### src/rtl/decode_stage.sv
// decode_stage: single-entry RV32I decode pipeline register with a valid/ready
// handshake, flush, and an optional load-use stall.
// Build option: define LOAD_USE_STALL_EN to enable the load-use stall. When it
// is undefined, stall is tied low and ex_rd / ex_is_load are ignored.
module decode_stage #(
   parameter logic [31:0] NOP_PC = 32'h0000_0000
) (
   input  logic        clk,
   input  logic        rst_n,
   input  logic        if_valid,
   input  logic [31:0] if_instr,
   input  logic [31:0] if_pc,
   output logic        id_ready,
   input  logic        flush,
   input  logic        ex_ready,
   input  logic [4:0]  ex_rd,
   input  logic        ex_is_load,
   output logic        id_valid,
   output logic [31:0] id_pc,
   output logic [4:0]  id_rs1,
   output logic [4:0]  id_rs2,
   output logic [4:0]  id_rd,
   output logic [31:0] id_imm,
   output logic [3:0]  id_op,
   output logic        id_reg_write,
   output logic        id_illegal
);

   localparam logic [3:0] OpR       = 4'd0;
   localparam logic [3:0] OpIAlu    = 4'd1;
   localparam logic [3:0] OpLoad    = 4'd2;
   localparam logic [3:0] OpStore   = 4'd3;
   localparam logic [3:0] OpBranch  = 4'd4;
   localparam logic [3:0] OpJal     = 4'd5;
   localparam logic [3:0] OpJalr    = 4'd6;
   localparam logic [3:0] OpLui     = 4'd7;
   localparam logic [3:0] OpAuipc   = 4'd8;
   localparam logic [3:0] OpIllegal = 4'd15;

   // Decoded fields of if_instr
   logic [3:0]  dec_op;
   logic [31:0] dec_imm;
   logic [4:0]  dec_rd;
   logic        dec_writes;
   logic        dec_use_rs1;
   logic        dec_use_rs2;

   // Held pipeline register
   logic        held_q, held_d;
   logic [31:0] pc_q;
   logic [4:0]  rs1_q, rs2_q, rd_q;
   logic [31:0] imm_q;
   logic [3:0]  op_q;
   logic        reg_write_q;
   logic        illegal_q;
   logic        use_rs1_q, use_rs2_q;

   logic        stall;
   logic        accept;
   logic        handoff;

   // Combinational RV32I decode of the incoming instruction word
   always_comb begin
      dec_op      = OpIllegal;
      dec_imm     = 32'h0;
      dec_rd      = if_instr[11:7];
      dec_writes  = 1'b0;
      dec_use_rs1 = 1'b0;
      dec_use_rs2 = 1'b0;
      case (if_instr[6:0])
         7'b0110011: begin
            dec_op      = OpR;
            dec_writes  = 1'b1;
            dec_use_rs1 = 1'b1;
            dec_use_rs2 = 1'b1;
         end
         7'b0010011: begin
            dec_op      = OpIAlu;
            dec_imm     = {{20{if_instr[31]}}, if_instr[31:20]};
            dec_writes  = 1'b1;
            dec_use_rs1 = 1'b1;
         end
         7'b0000011: begin
            dec_op      = OpLoad;
            dec_imm     = {{20{if_instr[31]}}, if_instr[31:20]};
            dec_writes  = 1'b1;
            dec_use_rs1 = 1'b1;
         end
         7'b0100011: begin
            dec_op      = OpStore;
            dec_imm     = {{20{if_instr[31]}}, if_instr[31:25], if_instr[11:7]};
            dec_rd      = 5'd0;
            dec_use_rs1 = 1'b1;
            dec_use_rs2 = 1'b1;
         end
         7'b1100011: begin
            dec_op      = OpBranch;
            dec_imm     = {{19{if_instr[31]}}, if_instr[31], if_instr[7], if_instr[30:25],
                           if_instr[11:8], 1'b0};
            dec_rd      = 5'd0;
            dec_use_rs1 = 1'b1;
            dec_use_rs2 = 1'b1;
         end
         7'b1101111: begin
            dec_op     = OpJal;
            dec_imm    = {{11{if_instr[31]}}, if_instr[31], if_instr[19:12], if_instr[20],
                          if_instr[30:21], 1'b0};
            dec_writes = 1'b1;
         end
         7'b1100111: begin
            dec_op      = OpJalr;
            dec_imm     = {{20{if_instr[31]}}, if_instr[31:20]};
            dec_writes  = 1'b1;
            dec_use_rs1 = 1'b1;
         end
         7'b0110111: begin
            dec_op     = OpLui;
            dec_imm    = {if_instr[31:12], 12'h000};
            dec_writes = 1'b1;
         end
         7'b0010111: begin
            dec_op     = OpAuipc;
            dec_imm    = {if_instr[31:12], 12'h000};
            dec_writes = 1'b1;
         end
         default: begin
            dec_op = OpIllegal;
            dec_rd = 5'd0;
         end
      endcase
   end

   // Load-use hazard against the instruction in EX; only operands the held
   // instruction actually reads can trigger it.
`ifdef LOAD_USE_STALL_EN
   always_comb begin
      stall = held_q && ex_is_load && (ex_rd != 5'd0) &&
              ((use_rs1_q && (rs1_q == ex_rd)) || (use_rs2_q && (rs2_q == ex_rd)));
   end
`else
   always_comb begin
      stall = 1'b0;
   end
`endif

   // Handshake and next held state; flush outranks accept
   always_comb begin
      id_ready = !flush && !stall && (!held_q || ex_ready);
      id_valid = held_q && !stall;
      accept   = if_valid && id_ready;
      handoff  = id_valid && ex_ready;
      held_d   = held_q;
      if (flush) begin
         held_d = 1'b0;
      end else if (accept) begin
         held_d = 1'b1;
      end else if (handoff) begin
         held_d = 1'b0;
      end
   end

   // Pipeline register; contents only change on accept so stalls and
   // backpressure keep the outputs frozen.
   always_ff @(posedge clk) begin
      if (!rst_n) begin
         held_q      <= 1'b0;
         pc_q        <= NOP_PC;
         rs1_q       <= 5'd0;
         rs2_q       <= 5'd0;
         rd_q        <= 5'd0;
         imm_q       <= 32'h0;
         op_q        <= 4'd0;
         reg_write_q <= 1'b0;
         illegal_q   <= 1'b0;
         use_rs1_q   <= 1'b0;
         use_rs2_q   <= 1'b0;
      end else begin
         held_q <= held_d;
         if (!flush && accept) begin
            pc_q        <= if_pc;
            rs1_q       <= if_instr[19:15];
            rs2_q       <= if_instr[24:20];
            rd_q        <= dec_rd;
            imm_q       <= dec_imm;
            op_q        <= dec_op;
            reg_write_q <= dec_writes && (dec_rd != 5'd0);
            illegal_q   <= (dec_op == OpIllegal);
            use_rs1_q   <= dec_use_rs1;
            use_rs2_q   <= dec_use_rs2;
         end
      end
   end

   // Registered outputs
   always_comb begin
      id_pc        = pc_q;
      id_rs1       = rs1_q;
      id_rs2       = rs2_q;
      id_rd        = rd_q;
      id_imm       = imm_q;
      id_op        = op_q;
      id_reg_write = reg_write_q;
      id_illegal   = illegal_q;
   end

endmodule

### config.mk
export PLATFORM = sky130hd
export DESIGN_NAME = decode_stage
export DESIGN_NICKNAME = d
export VERILOG_FILES = /design/src/rtl/decode_stage.sv
export SDC_FILE = /design/constraint.sdc
export NUM_CORES = 1
export LEC_CHECK = 0
export ABC_AREA = 1
export CAP_MARGIN = 0
export CORE_ASPECT_RATIO = 0.9
export CORE_MARGIN = 3
export CORE_UTILIZATION = 38
export DETAILED_ROUTE_END_ITERATION = 8
export GPL_TIMING_DRIVEN = 0
export HOLD_SLACK_MARGIN = 0.05
export PLACE_DENSITY = 0.77
export SYNTH_ARGS = -nofsm -noshare
export SYNTH_HDL_FRONTEND = slang
export SYNTH_SLANG_ARGS = --single-unit
### constraint.sdc
create_clock -name clk -period 1.2 [get_ports clk]
set_input_delay 0.24 -clock clk [delete_from_list [all_inputs] [get_ports clk]]
set_output_delay 0.24 -clock clk [all_outputs]
set_load 0.01 [all_outputs]
==> results of run 1 <==
==> how the worst max path moves through the flow <==
stage                                    to  cells after the start             startpoint
floorplan             id_pc[0]$_SDFFE_PN0P_                      9  id_valid$_SDFFE_PP0P_
CTS                  id_rs1[2]$_SDFFE_PN0P_                     11  id_valid$_SDFFE_PP0P_
global placement    id_imm[19]$_SDFFE_PN0P_                     10            if_instr[6]
detailed placement  id_imm[18]$_SDFFE_PN0P_                     10            if_instr[6]
global route        id_illegal$_SDFFE_PN0P_                     10  id_valid$_SDFFE_PP0P_
finish               id_rs1[2]$_SDFFE_PN0P_                     11  id_valid$_SDFFE_PP0P_
==> power breakdown <==
part           total [mW]  leakage [nW]  internal [mW]  switching, mW
combinational        1.41          2.28          0.709          0.700
clock                2.22         0.106           1.17           1.05
sequential           3.01         0.707           2.95         0.0598
==> registers in the layout (all words and copies together), names as in the netlist <==
| register | cells |
|---|---|
| id_rs1 | 5 |
| id_reg_write | 1 |
| id_illegal | 1 |
| id_op | 4 |
| id_imm | 32 |
| id_rs2 | 5 |
| id_pc | 32 |
| id_valid | 1 |
| id_rd | 5 |
==> repair_timing <==
item                                    CTS  global route
gates resized for setup                 376           202
pin swaps                                52            26
endpoints found under the setup margin  172           169
cloned                                   12             3
buffers inserted                         24             7
==> tightest hold or removal path: cells and delay by family <==
kind            cells  cell delay [ns]
buf+inv             1             0.19
compound gates      2             0.19
==> layout make-up <==
| class | instances | share of cell area [%] |
|---|---|---|
| buffer | 27 | 4.32 |
| clock buffer | 10 | 1.84 |
| clock inverter | 6 | 1.24 |
| inverter | 34 | 1.98 |
| multi-input combinational | 365 | 35.8 |
| sequential | 86 | 25.1 |
| tap | 122 | 2.20 |
| timing repair buffer | 199 | 27.6 |
==> cells in the final DEF, fill, tap and decap left out, types with 3 or more instances in the layout <==
master           synthesis  layout
nand2_4                  0      40
clkdlybuf4s15_1          0       7
nor2_1                  15       6
dlygate4sd2_1            0       6
a21boi_1                 3       3
clkdlybuf4s15_2          0      16
nor3_1                   3       3
buf_6                    2      17
clkbuf_1                13      10
nand3_1                 23       9
nand3_2                  5      15
a21boi_0                 3       3
o21ai_1                  1       3
dfxtp_2                  0      17
nand2_1                201     131
clkbuf_16                0       3
nand3_4                  0       4
a21oi_1                 80      11
buf_2                    9       4
o21a_1                   3       3
clkbuf_8                 0      11
nor2_4                   2       8
inv_1                   27      23
nor2_2                   6       9
buf_12                   0      10
buf_16                   0       7
a21oi_2                  0      67
nand2_2                  4      33
clkbuf_2                 0      62
buf_8                    0      12
dfxtp_1                 86      69
clkdlybuf4s50_1          0      59
o21ai_2                  1       4
buf_4                    4      12
inv_2                    7       9
==> per-layer routing <==
layer	part of all wire (%)	GRT usage, %	vias to the layer above	routed length [µm]
li1	-	-	2073	-
met1	40	31.9	2165	6160
met2	49	43.9	230	7530
met3	7.1	5.50	66	1100
met4	4.6	13.7	0	717
met5	0	0	-	0
==> cells by family (layout without fill, tap and decap cells) <==
logic type,count (synthesis),count (layout),share of synthesized area [%]
DFF,86,86,47.3
and+or+nand+nor,261,261,29.9
buffers and inverters,62,276,7.52
AOI/OAI and AO/OA,104,104,15.4
==> per-stage QoR <==
stage	std cells	hold WS (ns)
after floorplan	513	0.312
after global placement	789	0.451
after detailed placement	789	0.457
after CTS	841	0.296
after global routing	849	0.336
final	849	0.302
==> results by group, run 1 <==
Min path
  • Hold path depth: 3
  • Worst hold start: rst_n
  • Min-Delay Path Class: primary input to flip-flop
  • Hold EP: id_rd[4]$_SDFFE_PN0P_

Routing
  • DR iter-0 viols: 329
  • 1st-pass router iterations: 5
  • Via/cell ratio: 5.34
  • Final ANT Viol Nets: 0
  • Drc violations: 0
  • Vias: 4,534
  • Average routed wire per standard cell: 18.3 µm
  • Final wirelength: 15,500 µm

Timing
  • Fin Setup TNS: -22.40 ns
  • Max Freq: 652 MHz
  • Final setup margin: -0.334 ns
  • RSZ-0062 raised after global routing: yes
  • Final setup fails: 86
  • Slew @ Worst Pin: 0.742 ns
  • Minimum clock period: 1.53 ns
  • Final Hold Violating Endpoints: 0
  • Slew HR: 50.5%
  • Final Max Slew Viols: 0
  • Clk_skew: 0.0113 ns
  • Final cycle utilization of the critical path: 128%

Placement
  • Detailed Place HPWL: 8900 µm
  • Dpl cell area: 5410 µm²
  • GP Congestion: 0.885
  • Pre-CTS WS: -0.918 ns
  • PortBufs: 154

CTS
  • H-tree depth: 3
  • Hold_buf cts: 0
  • Clk_lat worst skew: 0.35 ns
  • Clock Pin Slew Worst Setup and Hold Paths: 0.09 ns
  • CTS tree: built
  • Num CTS Buffers: 9
  • Clock buffer depth: 2
  • # clock sinks: 86
  • Root Buffer: clkbuf_8

Finish
  • Diodes inserted: 0
  • Area of the multi-input gates: 2490 µm²
  • Area Growth Syn to Fin: 90.7%
  • Final nets: 797
  • Storage cell area: 1740 µm²
  • Core Util, Final: 75.5%
  • Total of fill cells in the finished design: 594
  • Final Cell Area: 6950 µm²
  • Share of cells above drive strength 1: 51.2%

Status
  • Failing checks: negative setup slack
  • Status: finished, violations left

Die
  • Initial Util: 39.6%
  • Die Wd: 109 µm
  • I/O pin total: 162
  • Area of the core: 9210 µm²
  • Cell Rows: 33
  • DIE HEIGHT: 98.9 µm
  • Die area: 10,800 µm²

Flow run
  • Max-cap violation count: 0

Power
  • Tot Pwr: 6.64 mW
  • Leakage: 3.10 nW
  • Pwr dens: 956 nW/µm²
  • Worst VDD drop: 0.653 mV

Yosys
  • FFs w/ async S/R, synth: 0%
  • Top-count cell post-synth: nand2_1
  • Commonest cells post-synth: 201 x nand2_1, 86 x dfxtp_1, 80 x a21oi_1
  • Primary FF master, synth: dfxtp_1
  • #FFs+latches synth: 86
  • Mapped Cells: 513
  • Dominant cell type by area after synthesis: dfxtp_1
  • Post-Syn Area: 3640 µm²
  • Synth cell types: 27
  • Synth top area share: 47.3%
  • Yosys warning count: 0
  • Seq/Total Area, Yosys: 47.3%
  • Syn_area_per_cell: 7.10 µm²
  • Syn_nets: 588
  • EDFF count, synth: 0
  • Dominant cells by area after synthesis: dfxtp_1 47%, nand2_1 21%, a21oi_1 11%, nand3_1 3.2%, inv_1 2.8%

Worst setup path
  • Cell family with most CP delay: buffers and inverters
  • Worst path max stage delay: 0.36 ns
  • Terminus of the critical flop-to-flop path: id_rs1[2]$_SDFFE_PN0P_
  • Critical path endpoint category: flip-flop
  • CP Data Required Time: 1.41 ns
  • CP Buf/Inv Count: 6
  • Worst path arrival time: 1.74 ns
  • Reg2reg start: id_valid$_SDFFE_PP0P_
  • CP max-delay cell: dfxtp_2
  • Cell mode on critical path: buf_12
  • Crit-path cells: inv_2, nor2_4, nor2_4, nand2_4, inv_8, buf_12, buf_12, buf_12, buf_8, nand2_4, a21oi_2
  • Crit Path Class: flip-flop to flip-flop
  • Reg-to-reg slack, setup: -0.33 ns
  • R2R depth: 11
  • Max FO, Critical Path: 5
  • Crit start category: flip-flop

GRT
  • Initial antenna violation count: 0
  • Largest net degree at the start of global routing: 15
  • First-pass GRT wire length: 22,500 µm
  • Overall routing resource usage: 26.4%
  • Number of global-route vias before repair: 4,583
  • Grt total ovfl: 0
No activity file was read; power rests on OpenSTA's default activity.
==> run 2, diff against run 1 <==
CORE_UTILIZATION = 40   (was 38)
clock period = 1.8 ns   (was 1.2 ns; I/O delays follow)
==> results by group, run 2 (synthesized netlist as in run 1, its figures left out) <==
CTS
  • Clock Pin Slew Worst Setup and Hold Paths: 0.10 ns (about the same)
  • Clock buffer depth: 2 (unchanged)
  • # clock sinks: 86 (unchanged)
  • CTS tree: built
  • H-tree depth: 3 (unchanged)
  • Hold_buf cts: 0 (unchanged)
  • Num CTS Buffers: 9 (unchanged)
  • Root Buffer: clkbuf_8
  • Clk_lat worst skew: 0.35 ns (about the same)

Finish
  • Commonest non-fill, non-tap cell in the layout: nand2_1
  • Final nets: 757 (-5.0%)
  • Total of fill cells in the finished design: 806 (+36%)
  • Share of cells above drive strength 1: 9.17% (-42 points)
  • Commonest non-fill, non-tap cells in the layout: 198 x nand2_1, 153 x clkdlybuf4s50_1, 86 x dfxtp_1
  • Final Cell Area: 5610 µm² (-19%)
  • Area Growth Syn to Fin: 53.9%
  • Diodes inserted: 0 (unchanged)

Timing
  • Final setup margin: 0.0925 ns (+0.426 ns)
  • Clk_skew: 0.0104 ns (-0.000898 ns)
  • RSZ-0062 raised after global routing: yes
  • Final setup fails: 0 (-100%)
  • Final cycle utilization of the critical path: 94.9%
  • Slew @ Worst Pin: 0.490 ns (-0.252 ns)
  • Minimum clock period: 1.71 ns
  • Slew HR: 67.4% (+17 points)
  • Max Freq: 586 MHz
  • Final Max Slew Viols: 0 (unchanged)
  • Final Hold Violating Endpoints: 0 (unchanged)

Min path
  • Hold EP: id_rd[4]$_SDFFE_PN0P_
  • Min-Delay Path Class: primary input to flip-flop
  • Worst hold start: rst_n
  • Hold path depth: 3 (unchanged)

Status
  • Status: complete, no violations

Worst setup path
  • Terminus of the critical flop-to-flop path: id_imm[24]$_SDFFE_PN0P_
  • Reg-to-reg slack, setup: 0.25 ns (+0.58 ns)
  • Worst path arrival time: 1.97 ns (+0.23 ns)
  • R2R depth: 7 (-4)
  • Worst path max stage delay: 0.51 ns (+0.15 ns)
  • CP max-delay cell: clkdlybuf4s50_1
  • Crit Path Class: primary input to flip-flop
  • Crit start category: primary input
  • Cell family with most CP delay: simple AND/OR/NAND/NOR gates
  • CP Data Required Time: 2.06 ns (+0.65 ns)
  • Crit-path cells: clkdlybuf4s50_1, inv_2, nor2_2, nand3_2, nand2_4, inv_2, nand3_2, nand3_1, o21bai_1, inv_1
  • Reg2reg start: id_valid$_SDFFE_PP0P_
  • Critical path endpoint category: flip-flop
  • CP Buf/Inv Count: 4 (-2)
  • Max FO, Critical Path: 9 (+4)

Power
  • Pwr dens: 716 nW/µm² (-25%)
  • Seq pwr share: 49.8% (+4.4 points)
  • Sw Pwr: 1.07 mW (-41%)
  • Worst VDD drop: 0.419 mV (-36%)
  • Leakage: 2.22 nW (-28%)
  • Comb pwr share: 15.2% (-6.0 points)
  • Clock power frac: 35.0% (+1.6 points)
  • Sw Ratio: 26.6% (-0.59 points)
  • Internal: 2.95 mW (-39%)

Routing
  • 1st-pass router iterations: 5 (unchanged)
  • Final wirelength: 11,700 µm (-25%)
  • DR iter-0 viols: 194 (-41%)
  • Average routed wire per standard cell: 14.5 µm (-21%)
  • Drc violations: 0 (unchanged)
  • Via/cell ratio: 4.88 (-8.6%)
  • Vias: 3,934 (-13%)
  • Final ANT Viol Nets: 0 (unchanged)

Die
  • Cell Rows: 32 (-3.0%)
  • Initial Util: 41.7% (+2.2 points)
  • Die area: 10,300 µm² (-4.7%)
  • I/O pin total: 162 (unchanged)
  • Die Wd: 107 µm (-2.4%)
  • DIE HEIGHT: 96.5 µm (-2.4%)
  • Area of the core: 8730 µm² (-5.2%)

GRT
  • Number of global-route vias before repair: 3,780 (-18%)
  • Overall routing resource usage: 22.1% (-4.2 points)
  • First-pass GRT wire length: 18,300 µm (-19%)
  • Largest net degree at the start of global routing: 17 (+2)
  • Initial antenna violation count: 0 (unchanged)
  • Grt total ovfl: 0 (unchanged)

Placement
  • Pre-CTS WS: -0.444 ns (+0.474 ns)
  • GP Congestion: 0.878 (-0.80%)
  • Detailed Place HPWL: 8960 µm (+0.61%)
  • Dpl cell area: 5330 µm² (-1.4%)
  • PortBufs: 154 (unchanged)

Flow run
  • Max-cap violation count: 0 (unchanged)
## run 2: worst min-delay path, cell delays in order
cell      delay [ns]
clkbuf_1        0.17
o21ai_0         0.12
a21oi_1         0.04
## run 2: worst max path at each step
| stage | cells after the start | end | startpoint | slack (ns) |
|---|---|---|---|---|
| after floorplan | 10 | id_imm[23]$_SDFFE_PN0P_ | id_valid$_SDFFE_PP0P_ | 0.41 |
| after global placement | 10 | id_imm[12]$_SDFFE_PN0P_ | if_instr[6] | -0.36 |
| after detailed placement | 10 | id_imm[18]$_SDFFE_PN0P_ | if_instr[6] | -0.44 |
| after CTS | 10 | id_imm[18]$_SDFFE_PN0P_ | if_instr[6] | 0.03 |
| after global routing | 10 | id_op[2]$_SDFFE_PN0P_ | if_instr[4] | -0.02 |
| final | 10 | id_op[2]$_SDFFE_PN0P_ | if_instr[4] | 0.09 |
## run 2: what timing repair did
action                     4_1_cts  5_1_grt
gates cloned                     0        0
setup endpoints to repair        9       36
buffers inserted                 0        4
resized for setup                2       10
pin swaps                        0        2
## run 2: power by group through the flow
stage / Combinational [mW] / Sequential (mW) / Clock [mW]
floorplan: 0.206 / 2.07 / 0
global placement: 0.588 / 2.04 / 0
detailed placement: 0.598 / 2.04 / 0
CTS: 0.601 / 2.00 / 1.43
global route: 0.659 / 2.01 / 1.51
finish: 0.609 / 2.00 / 1.41
## run 2: area by class of cell
class,count,area [µm²],area share (%)
flip-flops and latches,86,1720,30.7
multi-input cells,365,1680,30.0
repair buffers,158,1570,28.0
plain buffers,28,151,2.70
well taps,119,149,2.66
inverters,34,128,2.28
clock buffers,9,124,2.21
clock inverters,7,80.1,1.43
## run 2: metal layers
metal  track usage [%]  wire [µm]  vias to the layer above
met2              37.2       5550                      136
met4              6.92        332                        0
met3              5.65        705                       24
li1                  -          -                     1974
met1              28.2       5060                     1800
met5                 0          0                        -
## run 2: metrics by stage
| step | TNS, ns | std cells | util [%] | power, mW | hold WS (ns) |
|---|---|---|---|---|---|
| floorplan | 0 | 513 | - | 2.28 | 0.439 |
| CTS | 0 | 802 | 63.5 | 4.03 | 0.372 |
| finish | 0 | 806 | 64.2 | 4.02 | 0.374 |
| global placement | -16.28 | 786 | 61.1 | 2.63 | 0.451 |
| detailed placement | -20.92 | 786 | 61.1 | 2.64 | 0.456 |
| global route | -0.0339 | 806 | 64.2 | 4.18 | 0.431 |
==> run 3, diff against run 2 <==
CAP_MARGIN = 20   (was 0)
CORE_ASPECT_RATIO = unset   (was 0.9)
RECOVER_POWER = 50   (was unset)
==> results by group, run 3 (synthesized netlist as in run 1, its figures left out) <==
Worst setup path
  • CP Buf/Inv Count: 4 (unchanged)
  • Worst path arrival time: 2.02 ns (+0.05 ns)
  • Worst path max stage delay: 0.47 ns (-0.04 ns)
  • Crit start category: primary input
  • Cell family with most CP delay: simple AND/OR/NAND/NOR gates
  • Critical path endpoint category: flip-flop
  • WP depth: 11 (+1)
  • Terminus of the critical flop-to-flop path: id_imm[10]$_SDFFE_PN0P_
  • CP Data Required Time: 2.10 ns (+0.04 ns)
  • Crit Path Class: primary input to flip-flop
  • Crit path launch: if_instr[3]
  • CP max-delay cell: clkdlybuf4s50_1
  • R2R depth: 9 (+2)
  • Worst Setup EP: id_imm[30]$_SDFFE_PN0P_
  • Reg2reg start: id_valid$_SDFFE_PP0P_
  • Max FO, Critical Path: 10 (+1)
  • Crit-path cells: clkdlybuf4s50_1, nor2_1, nand2_1, nor2_4, inv_2, nand3_2, nand3_2, buf_6, nand3_1, nand2_1, inv_1
  • Reg-to-reg slack, setup: 0.24 ns (about the same)

Routing
  • DR iter-0 viols: 199 (+2.6%)
  • Final wirelength: 11,400 µm (-2.0%)
  • Average routed wire per standard cell: 14.4 µm (-0.28%)
  • Vias: 3,915 (-0.48%)
  • Via/cell ratio: 4.94 (+1.3%)
  • 1st-pass router iterations: 4 (-1)
  • Final ANT Viol Nets: 0 (unchanged)
  • Drc violations: 0 (unchanged)

Power
  • Seq pwr share: 47.5% (-2.3 points)
  • Comb pwr share: 14.5% (-0.7 points)
  • Sw Ratio: 23.9% (-2.7 points)
  • Worst VDD drop: 0.452 mV (+7.8%)
  • Sw Pwr: 1.01 mW (-5.8%)
  • Leakage: 2.25 nW (+1.1%)
  • Pwr dens: 749 nW/µm² (+4.6%)
  • Internal: 3.20 mW (+8.6%)
  • Clock power frac: 38.0% (+3.0 points)

GRT
  • Grt met1 use: 28.1% (-0.15 points)
  • Overall routing resource usage: 21.7% (-0.50 points)
  • Met2 usage: 35.7% (-1.5 points)
  • Grt total ovfl: 0 (unchanged)
  • Largest net degree at the start of global routing: 15 (-2)
  • First-pass GRT wire length: 17,700 µm (-3.2%)
  • GR peak layer: met2
  • M3 GR Usage: 4.27% (-1.4 points)
  • Initial antenna violation count: 0 (unchanged)
  • Number of global-route vias before repair: 3,680 (-2.6%)

Placement
  • GP Congestion: 0.881 (+0.27%)
  • Pre-CTS WS: -0.420 ns (+0.0241 ns)
  • PortBufs: 154 (unchanged)
  • Detailed Place HPWL: 8890 µm (-0.76%)

Die
  • Die area: 10,300 µm² (about the same)
  • Initial Util: 41.4% (-0.37 points)
  • Die Wd: 101 µm (-4.8%)
  • I/O pin total: 162 (unchanged)
  • DIE HEIGHT: 101 µm (+5.1%)
  • Cell Rows: 34 (+6.3%)
  • Area of the core: 8810 µm² (+0.89%)

CTS
  • Clk_lat worst skew: 0.35 ns (about the same)
  • Root Buffer: clkbuf_8
  • H-tree depth: 3 (unchanged)
  • Num CTS Buffers: 9 (unchanged)
  • Clock Pin Slew Worst Setup and Hold Paths: 0.09 ns (about the same)
  • CTS tree: built
  • # clock sinks: 86 (unchanged)
  • Clock buffer depth: 2 (unchanged)

Timing
  • Final Max Slew Viols: 0 (unchanged)
  • Final setup fails: 0 (unchanged)
  • Clk_skew: 0.0119 ns (+0.00146 ns)
  • Final setup margin: 0.0728 ns (-0.0198 ns)
  • Fin Setup TNS: 0 ns (unchanged)
  • Max Freq: 579 MHz (-1.1%)
  • RSZ-0062 raised after global routing: yes
  • Slew @ Worst Pin: 0.479 ns (-0.0109 ns)
  • Final Hold Violating Endpoints: 0 (unchanged)
  • Slew HR: 68.1% (+0.73 points)
  • Minimum clock period: 1.73 ns (+0.0198 ns)
  • Fin Hold WS: 0.402 ns (+0.0284 ns)
  • Final cycle utilization of the critical path: 96.0% (+1.1 points)

Finish
  • Area Growth Syn to Fin: 54.1%
  • Commonest non-fill, non-tap cell in the layout: nand2_1
  • Diodes inserted: 0 (unchanged)
  • Final nets: 755 (-0.26%)
  • Total of fill cells in the finished design: 777 (-3.6%)
  • Commonest non-fill, non-tap cells in the layout: 199 x nand2_1, 151 x clkdlybuf4s50_1, 86 x dfxtp_1
  • Share of cells above drive strength 1: 8.63% (-0.54 points)

Status
  • Status: complete, no violations

Min path
  • Min-Delay Path Class: primary input to flip-flop

Flow run
  • Max-cap violation count: 0 (unchanged)
run 3: cell types whose count changed in the layout (fill, tap and decap cells not counted), moves of 2 or more:
| cell | change |
|---|---|
| dlymetal6s2s_1 | +2 |
| clkdlybuf4s50_1 | -2 |
| buf_4 | -2 |
| bufinv_16 | +2 |
run 3: area by class of cell:
cell class / count / area (µm²) / share of cell area [%]
Clock buffer: 9 / 124 / 2.21
Timing Repair Buffer: 156 / 1560 / 27.8
Multi-Input combinational cell: 365 / 1690 / 30.1
Inverter: 34 / 128 / 2.27
Tap cell: 108 / 135 / 2.41
Buffer: 28 / 149 / 2.65
Clock inverter: 6 / 109 / 1.94
Sequential cell: 86 / 1720 / 30.7
run 3: metrics by stage:
step / instances / utilization, % / instance area [µm²] / power [mW]
5_1_grt: 792 / 63.8 / 5610 / 4.37
2_1_floorplan: 513 / - / 3640 / 2.28
6_report: 792 / 63.8 / 5610 / 4.21
4_1_cts: 790 / 63.2 / 5560 / 4.23
3_3_place_gp: 775 / 60.4 / 5320 / 2.63
3_5_place_dp: 775 / 60.4 / 5320 / 2.64
run 3: worst min-delay path by stage:
stage / endpoint / slack, ns / startpoint / depth (start not counted)
6_report: id_rd[4]$_SDFFE_PN0P_ / 0.40 / rst_n / 3
3_3_place_gp: id_rs2[4]$_SDFFE_PN0P_ / 0.45 / id_rs2[4]$_SDFFE_PN0P_ / 2
3_5_place_dp: id_imm[15]$_SDFFE_PN0P_ / 0.46 / id_imm[15]$_SDFFE_PN0P_ / 2
4_1_cts: id_rd[4]$_SDFFE_PN0P_ / 0.39 / rst_n / 3
5_1_grt: id_rd[4]$_SDFFE_PN0P_ / 0.44 / rst_n / 3
2_1_floorplan: id_valid$_SDFFE_PP0P_ / 0.44 / flush / 1
run 3: timing repair:
item	4_1_cts	5_1_grt
buffers inserted	0	2
endpoints found under the setup margin	10	37
pin swaps	0	2
gates resized for setup	3	11
hold buffers	0	0
endpoints found under the hold margin	0	0
run 3: layer usage:
layer,part of all wire (%),routed length [µm]
met5,0,0
met1,43,4910
met3,7.4,845
met2,48,5450
met4,1.9,217
run 3: tightest hold or removal path: stages:
cell and delay [ns]:
clkbuf_1 0.18, o21ai_0 0.12, a21oi_1 0.05
run 3: power by group through the flow:
stage	Sequential (mW)	Combinational, mW	Clock, mW
final	2.00	0.610	1.60
after global routing	2.01	0.660	1.70
after CTS	2.00	0.603	1.62
after detailed placement	2.04	0.599	0
after global placement	2.04	0.587	0
after floorplan	2.07	0.206	0
